===== src/rtl/filter_ewma_sched_if.sv =====
// filter_ewma_sched_if: sample/alpha inputs and filtered outputs of the shared EWMA filter
interface filter_ewma_sched_if #(
  parameter int DATA_BITS = 12,
  parameter int VOICES = 4
);
  logic sample_tick;
  logic [VOICES*DATA_BITS-1:0] din_bus;
  logic [VOICES*9-1:0] alpha_bus;
  logic [VOICES*DATA_BITS-1:0] dout_bus;
  logic dout_valid;
  logic busy;
  logic overrun;
  modport master (
    output sample_tick, din_bus, alpha_bus,
    input dout_bus, dout_valid, busy, overrun
  );
  modport slave (
    input sample_tick, din_bus, alpha_bus,
    output dout_bus, dout_valid, busy, overrun
  );
endinterface


===== src/rtl/filter_ewma_sched.sv =====
// filter_ewma_sched: time-multiplexed EWMA low-pass filter, one voice per clock through a shared datapath
module filter_ewma_sched #(
  parameter int DATA_BITS = 12,
  parameter int VOICES = 4
) (
  input logic clk,
  input logic rst,
  filter_ewma_sched_if.slave bus
);
  localparam int IW = $clog2(VOICES);
  typedef enum logic {IDLE, RUN} state_t;
  state_t state_q, state_d;
  logic [IW-1:0] idx_q, idx_d;
  logic [DATA_BITS-1:0] st_q [VOICES];
  logic [DATA_BITS-1:0] st_d [VOICES];
  logic [DATA_BITS-1:0] snap_din_q [VOICES];
  logic [DATA_BITS-1:0] snap_din_d [VOICES];
  logic [8:0] snap_alpha_q [VOICES];
  logic [8:0] snap_alpha_d [VOICES];
  logic [VOICES*DATA_BITS-1:0] dout_q, dout_d;
  logic valid_q, valid_d;
  logic overrun_q, overrun_d;
  logic [DATA_BITS-1:0] cur_st, cur_din, st_new;
  logic [8:0] cur_alpha;
  logic [DATA_BITS:0] diff;
  logic [DATA_BITS+9:0] prod;
  logic last;
  logic unused_prod_bits;
  // Sign-extended operands make the truncated unsigned product equal the signed one;
  // bits [DATA_BITS+7:8] are the low bits of prod >>> 8, all the wrapped sum needs.
  always_comb begin
    cur_st = st_q[idx_q];
    cur_din = snap_din_q[idx_q];
    cur_alpha = snap_alpha_q[idx_q];
    diff = {cur_din[DATA_BITS-1], cur_din} - {cur_st[DATA_BITS-1], cur_st};
    prod = {{9{diff[DATA_BITS]}}, diff} * {{(DATA_BITS+1){cur_alpha[8]}}, cur_alpha};
    st_new = prod[DATA_BITS+7:8] + cur_st;
    last = idx_q == IW'(VOICES-1);
  end
  assign unused_prod_bits = ^{prod[7:0], prod[DATA_BITS+9:DATA_BITS+8]};
  always_comb begin
    state_d = state_q;
    idx_d = idx_q;
    st_d = st_q;
    snap_din_d = snap_din_q;
    snap_alpha_d = snap_alpha_q;
    dout_d = dout_q;
    valid_d = 1'b0;
    overrun_d = overrun_q | (bus.sample_tick & (state_q == RUN));
    if (state_q == IDLE) begin
      if (bus.sample_tick) begin
        state_d = RUN;
        idx_d = '0;
        for (int v = 0; v < VOICES; v++) begin
          snap_din_d[v] = bus.din_bus[v*DATA_BITS +: DATA_BITS];
          snap_alpha_d[v] = bus.alpha_bus[v*9 +: 9];
        end
      end
    end else begin
      st_d[idx_q] = st_new;
      idx_d = last ? '0 : idx_q + IW'(1);
      state_d = last ? IDLE : RUN;
      valid_d = last;
      if (last)
        for (int v = 0; v < VOICES; v++) dout_d[v*DATA_BITS +: DATA_BITS] = st_d[v];
    end
  end
  always_ff @(posedge clk) begin
    if (rst) begin
      state_q <= IDLE;
      idx_q <= '0;
      st_q <= '{default: '0};
      snap_din_q <= '{default: '0};
      snap_alpha_q <= '{default: '0};
      dout_q <= '0;
      valid_q <= 1'b0;
      overrun_q <= 1'b0;
    end else begin
      state_q <= state_d;
      idx_q <= idx_d;
      st_q <= st_d;
      snap_din_q <= snap_din_d;
      snap_alpha_q <= snap_alpha_d;
      dout_q <= dout_d;
      valid_q <= valid_d;
      overrun_q <= overrun_d;
    end
  end
  assign bus.dout_bus = dout_q;
  assign bus.dout_valid = valid_q;
  assign bus.busy = state_q == RUN;
  assign bus.overrun = overrun_q;
endmodule


===== src/flat_wrapper.sv =====
// flat-port wrapper written by rule: the top's interface ports become plain ports
module filter_ewma_sched_flat 
#(
  parameter int DATA_BITS = 12,
  parameter int VOICES = 4
)
  (clk, rst, bus_sample_tick, bus_din_bus, bus_alpha_bus, bus_dout_bus, bus_dout_valid, bus_busy, bus_overrun);
  filter_ewma_sched_if #(.DATA_BITS(DATA_BITS), .VOICES(VOICES)) bus_i ();
  input logic clk;
  input logic rst;
  input wire logic [$bits(bus_i.sample_tick)-1:0] bus_sample_tick;
  input wire logic [$bits(bus_i.din_bus)-1:0] bus_din_bus;
  input wire logic [$bits(bus_i.alpha_bus)-1:0] bus_alpha_bus;
  output wire logic [$bits(bus_i.dout_bus)-1:0] bus_dout_bus;
  output wire logic [$bits(bus_i.dout_valid)-1:0] bus_dout_valid;
  output wire logic [$bits(bus_i.busy)-1:0] bus_busy;
  output wire logic [$bits(bus_i.overrun)-1:0] bus_overrun;
  assign bus_i.sample_tick = bus_sample_tick;
  assign bus_i.din_bus = bus_din_bus;
  assign bus_i.alpha_bus = bus_alpha_bus;
  assign bus_dout_bus = bus_i.dout_bus;
  assign bus_dout_valid = bus_i.dout_valid;
  assign bus_busy = bus_i.busy;
  assign bus_overrun = bus_i.overrun;
  filter_ewma_sched #(.DATA_BITS(DATA_BITS), .VOICES(VOICES)) u_core (.clk(clk), .rst(rst), .bus(bus_i));
endmodule

===== config.mk =====
export PLATFORM = sky130hd
export DESIGN_NAME = filter_ewma_sched_flat
export DESIGN_NICKNAME = d
export VERILOG_FILES = /design/src/rtl/filter_ewma_sched_if.sv /design/src/rtl/filter_ewma_sched.sv /design/src/flat_wrapper.sv
export SDC_FILE = /design/constraint.sdc
export NUM_CORES = 1
export LEC_CHECK = 0
export ABC_AREA = 1
export BUFFER_PORTS_ARGS = -buffer_cell sky130_fd_sc_hd__clkbuf_2
export CAP_MARGIN = 10
export CORE_UTILIZATION = 51
export DETAILED_ROUTE_END_ITERATION = 8
export GPL_TIMING_DRIVEN = 0
export PLACE_DENSITY = 0.75
export SYNTH_ARGS = -nofsm -noshare
export SYNTH_HDL_FRONTEND = slang
export SYNTH_SLANG_ARGS = --single-unit

===== constraint.sdc =====
create_clock -name clk -period 10.42 [get_ports clk]
set_clock_uncertainty 0.1 [all_clocks]
set_input_delay 2.084 -clock clk [delete_from_list [all_inputs] [get_ports clk]]
set_output_delay 2.084 -clock clk [all_outputs]
set_load 0.005 [all_outputs]

==> key figures, run 1 <==
Finish
  • Fillers: 2243
  • Area growth, synth to finish: 14.6%
  • Share of layout cells above drive strength 1: 0.122
  • ANT cells: 0
  • Finished Layout Cells: 2193
  • Nets: 2104

Setup path
  • Critical Path Most Common Cell: inv_1
  • Reg2Reg Setup Slack: just over 600 ps
  • Arrival @ worst endpoint: 10040 ps
  • Slowest cell on crit path: fa_1
  • Slowest cell delay on critical path: 500 ps
  • Worst Setup SP: u_core.idx_q[1]
  • Kind of critical path: reg2reg
  • CP max FO: 19
  • Worst EP required: 10660 ps
  • Reg2reg start: u_core.idx_q[1]
  • Crit end category: register
  • Critical path startpoint category: register

Clock tree
  • Clock sinks: 185
  • Num CTS Buffers: 17
  • Reg clk slew, reported paths: 80 ps
  • CTS tree: done
  • Worst-Skew Late Latency: 450 ps
  • Root Driver: clkbuf_16
  • Clock Path Buffers: 2
  • Hold buffer count at CTS: 0
  • CTS H-tree depth: 4

Detailed routing
  • Residual DRC count: 0
  • Number of routed nets with antenna violations: 0
  • Pre-Repair DR Iteration Count: 5
  • Initial DRC Count: 1018
  • WL/cell: about 16 µm
  • DR vias: 11800
  • Vias per cell: between 5 and 6
  • WL final: 35.6 mm

Worst hold path
  • Hold wc startpoint: u_core.bus.dout_bus[5]
  • Hold Path Class: reg2reg

Timing
  • Hold WS: 364 ps
  • Highest clock rate: between 100 and 150 MHz
  • Worst Tran Pin Value: 768 ps
  • Crit path time final: 9800 ps
  • Max-slew violations: 0
  • Setup-failing EPs final: 0
  • Final Hold Viols: 0
  • Final worst path period share: 0.940
  • Final worst-path setup slack: approximately 620 ps
  • Slew headroom: 0.488

Logic synthesis
  • Synth Area in Compound Gates: 0.151
  • Area contributors post-synth: dfxtp_1 (30%), fa_1 (15%), nand2_1 (10%), nor2_1 (8.7%), o21ai_0 (7.7%)
  • Largest family of logic cells by synthesized area: simple AND/OR/NAND/NOR gates
  • Post-Syn Nets: slightly below 2000
  • Seq/Total Area, Yosys: 0.298
  • Synth Warn #: 0
  • Synth Area in XOR/XNOR: 0.0211
  • Yosys cell types: 40
  • Flops & latches, synth: approximately 190
  • Post-synthesis mux area share: 0.00161
  • Synth top cells by count: nand2_1 (331), nor2_1 (288), inv_1 (228)
  • Number of flops mapped to enable cells by yosys: 0
  • Cells after Synth: 1704
  • Post-Syn Area: ~0.012 mm²
  • Ys async rst share: 0
  • Leading area contributor after synthesis: dfxtp_1
  • Synth Area in Simple Gates: 0.219
  • Share of the synthesized area in the top cell type: 0.298
  • Most common flop cell mapped by yosys: dfxtp_1
  • Mean Syn Cell Area: approximately 7.3 µm²
  • Dominant cell by count in the synthesized netlist: nand2_1
  • Adder-cell area share of the yosys netlist: 0.213

Die
  • Die Wd: 158 µm
  • Die area: 0.0250 mm²
  • Initial Utilization: 0.525
  • Die Y: 158 µm
  • Row cnt: 56
  • I/O Pins: 138
  • Core area: 0.0237 mm²

Outcome
  • Run status: complete, no violations

Global route
  • Initial antenna violation count: 0
  • Vias in the first global route: 11000
  • GRT Total Usage: 0.298
  • Largest net degree at the start of global routing: 23
  • Grt total ovfl: 0
  • Global-route wire length before repair: 57.1 mm

Place
  • Post-DP HPWL: ~28 mm
  • Routability cong.: 0.963
  • I/O Buffers: 136
  • Pre-CTS setup slack: -201 ps
  • Inst Count DP: around 2200

Flow run
  • Max-Cap Viols: 0
-- cells by family after synthesis --
family,after synthesis
AO/OA/AOI/OAI,332
XOR/XNOR,30
multiplexers,2
buffers and inverters,315
AND/OR/NAND/NOR,684
flip-flops,185
adder cells (fa/ha/maj),156
-- worst max-delay path: cells and delay by family (launching register included) --
kind	cells	cell delay, ps
AO/OA/AOI/OAI	14	2740
XOR/XNOR	3	670
adder cells (fa/ha/maj)	8	3620
buffers and inverters	9	1470
flip-flops	1	410
AND/OR/NAND/NOR	7	640
-- final cells by class --
| type | instances | area (µm²) | area share |
|---|---|---|---|
| Multi-Input combinational cell | 1204 | 7590 | 0.533 |
| Sequential cell | 185 | 3700 | 0.260 |
| Inverter | 236 | 886 | 0.0622 |
| Timing Repair Buffer | 139 | 703 | 0.0494 |
| Clock buffer | 17 | 425 | 0.0299 |
| Tap cell | 319 | 399 | 0.0280 |
| Buffer | 78 | 325 | 0.0228 |
| Clock inverter | 15 | 205 | 0.0144 |
-- repair_timing --
item | 4_1_cts | 5_1_grt
pin swaps | 0 | 1
resized for setup | 2 | 21
endpoints found under the setup margin | 9 | 46
setup buffers | 0 | 3
-- placed cells by master, fill, tap and decap left out, types with 9 or more instances in the layout --
cell type  instances
xor2_1            13
a21oi_1           59
xnor2_1            9
clkbuf_2         143
o21ai_0          191
o211ai_1          29
clkbuf_1          60
dfxtp_1          184
nand2_1          331
nand3_1           37
clkbuf_16         17
ha_1              64
o22ai_1           11
a32oi_1            9
fa_1              92
inv_1            228
a22o_1             9
nor2_1           288
-- registers in the layout, indices dropped and copies added (netlist names) --
name                   cells
u_core.bus.busy            1
u_core.bus.dout_bus       48
u_core.bus.dout_valid      1
u_core.bus.overrun         1
u_core.idx_q               2
u_core.snap_alpha_q       36
u_core.snap_din_q         48
u_core.st_q               48
-- final timing paths --
path / to / cells past startpoint
max: u_core.st_q[45] / 41
min: u_core.bus.dout_bus[5] / 2
max reg2reg: u_core.st_q[45] / 41
min reg2reg: u_core.bus.dout_bus[5] / 2
-- per-layer routing --
| metal | vias up | routed length (µm) | track usage |
|---|---|---|---|
| met5 | - | 0 | 0 |
| met4 | 0 | 920 | 0.0957 |
| met3 | 68 | 3120 | 0.0569 |
| met2 | 519 | 15700 | 0.456 |
| met1 | 5485 | 15900 | 0.422 |
| li1 | 5687 | - | - |
-- stage by stage --
step	cell area, µm²	TNS, ps	utilization
global route	14200	-25.7	0.601
global placement	13500	-222	0.570
finish	14200	0	0.601
CTS	14100	0	0.597
floorplan	12400	0	-
detailed placement	13500	-972	0.570
Power of run 1 is not shown: default switching activity piles up to over one toggle a cycle in this logic, so the estimate is an artifact.
==> inputs of run 2 (changes only) <==
--- a/config.mk
+++ b/config.mk
@@ -6,12 +6,12 @@
 export NUM_CORES = 1
 export LEC_CHECK = 0
 export ABC_AREA = 1
-export BUFFER_PORTS_ARGS = -buffer_cell sky130_fd_sc_hd__clkbuf_2
 export CAP_MARGIN = 10
 export CORE_UTILIZATION = 51
 export DETAILED_ROUTE_END_ITERATION = 8
+export DONT_BUFFER_PORTS = 1
 export GPL_TIMING_DRIVEN = 0
-export PLACE_DENSITY = 0.75
+export PLACE_DENSITY = 0.7
 export SYNTH_ARGS = -nofsm -noshare
 export SYNTH_HDL_FRONTEND = slang
 export SYNTH_SLANG_ARGS = --single-unit
==> key figures, run 2 (synthesized netlist as in run 1, its figures left out) <==
Outcome
  • Run status: complete, no violations

Detailed routing
  • Pre-Repair DR Iteration Count: 5
  • Vias per cell: roughly 5.4
  • DR vias: 11200
  • Residual DRC count: 0
  • Number of routed nets with antenna violations: 0
  • WL final: 34.7 mm
  • WL/cell: 16.9 µm
  • Initial DRC Count: 966

Die
  • Die Y: 158 µm
  • I/O Pins: roughly 140
  • Core area: roughly 0.024 mm²
  • Initial Utilization: 0.525
  • Die Wd: 158 µm
  • Row cnt: 56
  • Die area: around 0.025 mm²

Timing
  • Final worst path period share: 0.938
  • Setup-failing EPs final: 0
  • Highest clock rate: 102 MHz
  • Max-slew violations: 0
  • Final Hold Viols: 0
  • Final worst-path setup slack: 645 ps
  • Worst Tran Pin Value: 715 ps
  • Slew headroom: 0.523
  • Crit path time final: 9780 ps

Setup path
  • Worst R2R End: u_core.st_q[21]
  • CP max FO: 10
  • Worst EP required: around 11000 ps
  • Critical path startpoint category: register
  • Slowest cell delay on critical path: 530 ps
  • Slowest cell on crit path: fa_1
  • Arrival @ worst endpoint: 10020 ps
  • Crit end category: register
  • Kind of critical path: reg2reg
  • Reg2Reg Depth: between 40 and 50
  • Critical Path Most Common Cell: nand2_1
  • Reg2reg start: u_core.idx_q[0]
  • Reg2Reg Setup Slack: 640 ps

Clock tree
  • CTS tree: done
  • Num CTS Buffers: 17
  • Reg clk slew, reported paths: 80 ps
  • Worst-Skew Late Latency: 450 ps
  • Clock sinks: around 190
  • CTS H-tree depth: 4
  • Clock Path Buffers: 2
  • Root Driver: clkbuf_16

Worst hold path
  • Hold Path Sink: u_core.st_q[11]
  • Hold Path Stages: 2
  • Hold Path Class: reg2reg
  • Hold wc startpoint: u_core.st_q[11]

Global route
  • Vias in the first global route: roughly 11000
  • Global-route wire length before repair: 55.2 mm
  • GRT Total Usage: 0.288
  • Initial antenna violation count: 0
  • Largest net degree at the start of global routing: 21
  • Grt total ovfl: 0

Place
  • Post-DP HPWL: 27.5 mm
  • I/O Buffers: 0
  • Pre-CTS setup slack: -99.5 ps
  • Routability cong.: approximately 0.95

Flow run
  • Max-Cap Viols: 0

Finish
  • ANT cells: 0
  • Nets: a little under 2000
  • Fillers: 2322
  • Area growth, synth to finish: 8.76%
  • Commonest non-fill, non-tap cells in the layout: nand2_1 (331), nor2_1 (288), inv_1 (228)
  • Commonest non-fill, non-tap cell in the layout: nand2_1
  • Utilization after layout: 0.571
  • Share of layout cells above drive strength 1: 0.0501
## run 2: cell count changes in the layout (fill, tap and decap cells not counted), moves of 2 or more
cell      before  now
clkbuf_1      60   62
clkbuf_2     143    5
inv_12         4    1
clkinv_4       0    3
## run 2: worst max-delay path by stage
stage	startpoint	endpoint	slack [ps]
floorplan	u_core.idx_q[0]	u_core.st_q[21]	2040
global placement	u_core.idx_q[1]	u_core.st_q[21]	-9
detailed placement	u_core.idx_q[0]	u_core.st_q[21]	-100
CTS	u_core.idx_q[0]	u_core.st_q[21]	120
global route	u_core.idx_q[0]	u_core.st_q[45]	-30
finish	u_core.idx_q[0]	u_core.st_q[21]	640
## run 2: worst max-delay path: cells and delay by family (launching register included)
kind / cells / cell delay [ps]
adder cells (fa/ha/maj): 8 / 3400
buffers and inverters: 8 / 1460
AO/OA/AOI/OAI: 12 / 2340
XOR/XNOR: 3 / 890
flip-flops: 1 / 390
AND/OR/NAND/NOR: 12 / 1070
## run 2: routing by layer
metal | part of all wire | wire (µm) | global-route usage
met5 | 0 | 0 | 0
met4 | 0.021 | 744 | 0.0861
met3 | 0.080 | 2770 | 0.0501
met2 | 0.45 | 15700 | 0.456
met1 | 0.45 | 15400 | 0.401
## run 2: cell type report
| class | count | area [µm²] | area share |
|---|---|---|---|
| clock inverter | 14 | 170 | 0.0126 |
| buffer | 78 | 323 | 0.0239 |
| clock buffer | 18 | 429 | 0.0318 |
| tap | 319 | 399 | 0.0295 |
| timing repair buffer | 3 | 22.5 | 0.00167 |
| inverter | 236 | 886 | 0.0655 |
| sequential | 185 | 3700 | 0.274 |
| multi-input combinational | 1204 | 7580 | 0.561 |
## run 2: stage by stage
step,setup TNS [ps],area [µm²],hold slack [ps],instances
3_5_place_dp,-221,12800,345,2023
4_1_cts,0,13500,362,2054
2_1_floorplan,0,12400,326,1704
5_1_grt,-36.8,13500,402,2057
3_3_place_gp,-9.03,12800,345,2023
6_report,0,13500,363,2057
## run 2: timing repair
action	CTS	global route
pin swaps	0	1
buffers inserted	0	3
setup endpoints to repair	7	43
hold buffers	0	0
resized for setup	4	14
Power of run 2 is left out for the same reason.
==> inputs of run 3 (changes only) <==
--- a/config.mk
+++ b/config.mk
@@ -7,11 +7,15 @@
 export LEC_CHECK = 0
 export ABC_AREA = 1
 export CAP_MARGIN = 10
-export CORE_UTILIZATION = 51
+export CELL_PAD_IN_SITES_DETAIL_PLACEMENT = 1
+export CELL_PAD_IN_SITES_GLOBAL_PLACEMENT = 1
+export CORE_UTILIZATION = 47
 export DETAILED_ROUTE_END_ITERATION = 8
 export DONT_BUFFER_PORTS = 1
 export GPL_TIMING_DRIVEN = 0
-export PLACE_DENSITY = 0.7
+export PLACE_DENSITY = 0.84
+export SETUP_SLACK_MARGIN = 0.4
+export SLEW_MARGIN = 20
 export SYNTH_ARGS = -nofsm -noshare
 export SYNTH_HDL_FRONTEND = slang
 export SYNTH_SLANG_ARGS = --single-unit
==> key figures, run 3 (synthesized netlist as in run 1, its figures left out) <==
Global route
  • Largest net degree at the start of global routing: 23
  • Global-route wire length before repair: around 66 mm
  • Grt total ovfl: 0
  • GRT Total Usage: 0.321
  • Initial antenna violation count: 0
  • Vias in the first global route: around 12000

Finish
  • Area growth, synth to finish: 10.1%
  • Share of layout cells above drive strength 1: 0.0608
  • Fillers: 3371
  • Nets: 1974
  • ANT cells: 0
  • Commonest non-fill, non-tap cells in the layout: nand2_1 (331), nor2_1 (288), inv_1 (228)
  • Commonest non-fill, non-tap cell in the layout: nand2_1
  • Post-route design area: approximately 0.014 mm²

Detailed routing
  • Number of routed nets with antenna violations: 0
  • WL final: 42.2 mm
  • Pre-Repair DR Iteration Count: 6
  • Residual DRC count: 0
  • Initial DRC Count: 588
  • DR vias: between 10000 and 15000
  • Vias per cell: 5.66
  • WL/cell: 20.3 µm

Die
  • Die Y: 165 µm
  • Die Wd: around 160 µm
  • Initial Utilization: 0.478
  • Core area: 0.0260 mm²
  • I/O Pins: 138
  • Die area: 0.0271 mm²
  • Row cnt: 59

Timing
  • Final Hold Viols: 0
  • Hold WS: roughly 370 ps
  • Max-slew violations: 0
  • Slew headroom: 0.538
  • Final worst path period share: 0.916
  • Crit path time final: 9540 ps
  • Setup-failing EPs final: 0
  • Highest clock rate: 105 MHz
  • RSZ-0062 raised after global routing: no
  • Worst Tran Pin Value: just under 700 ps

Place
  • Routability cong.: about 0.93
  • I/O Buffers: 0
  • Dpl cell area: 0.0128 mm²
  • Post-DP HPWL: 32.4 mm

Clock tree
  • Num CTS Buffers: 17
  • CTS H-tree depth: 4
  • Clock sinks: 185
  • Root Driver: clkbuf_16
  • Clock Path Buffers: 2
  • Worst-Skew Late Latency: approximately 460 ps
  • CTS tree: done
  • Reg clk slew, reported paths: around 90 ps
  • Hold buffer count at CTS: 0

Setup path
  • Reg2Reg Depth: 43
  • Slowest cell on crit path: fa_1
  • Worst EP required: 10680 ps
  • Arrival @ worst endpoint: roughly 9800 ps
  • Slowest cell delay on critical path: about 560 ps
  • Critical path startpoint category: register
  • Crit end category: register
  • CP max FO: 10
  • Kind of critical path: reg2reg

Worst hold path
  • Hold Path Stages: 2
  • Hold Path Class: reg2reg

Flow run
  • Max-Cap Viols: 0

Outcome
  • Run status: complete, no violations
[run 3: final timing paths]
| kind | from | end | slack (ps) |
|---|---|---|---|
| worst max-delay path | u_core.idx_q[1] | u_core.st_q[33] | 880 |
| worst min-delay path | u_core.st_q[2] | u_core.st_q[2] | 370 |
| worst max register to register | u_core.idx_q[1] | u_core.st_q[33] | 880 |
| worst min register to register | u_core.st_q[2] | u_core.st_q[2] | 370 |
[run 3: repair_timing]
| item | CTS | global route |
|---|---|---|
| pin swaps | 2 | 3 |
| gates resized for setup | 14 | 24 |
| buffers inserted | 2 | 6 |
| endpoints found under the setup margin | 56 | 41 |
[run 3: layout make-up]
type	instances	area, µm²	area share
Clock inverter	15	209	0.0153
Buffer	79	339	0.0248
Tap cell	335	419	0.0306
Inverter	236	886	0.0647
Timing Repair Buffer	8	60.1	0.00439
Clock buffer	17	425	0.0311
Multi-Input combinational cell	1204	7640	0.558
Sequential cell	185	3710	0.271
[run 3: per-layer routing]
metal,wire length (µm),share of wire,vias to the layer above,GRT usage
met4,1390,0.033,0,0.130
met1,17500,0.42,5802,0.403
met2,20500,0.49,434,0.547
li1,-,-,5432,-
met5,0,0,-,0
met3,2800,0.066,102,0.0527
[run 3: stage by stage]
step	instances	utilization	setup slack, ps	setup TNS, ps
finish	2079	0.527	880	0
global route	2079	0.527	388	0
CTS	2073	0.522	403	0
detailed placement	2039	0.494	-423	-4930
global placement	2039	0.494	-252	-1220
floorplan	1704	-	2040	0
[run 3: critical path, delay by kind of cell (launching register included)]
family                   cells  cell delay, ps
XOR/XNOR                     3             430
AND/OR/NAND/NOR              7             650
buffers and inverters        9            1310
adder cells (fa/ha/maj)      9            4000
AO/OA/AOI/OAI               15            2510
flip-flops                   1             400
Power of run 3 is left out for the same reason.
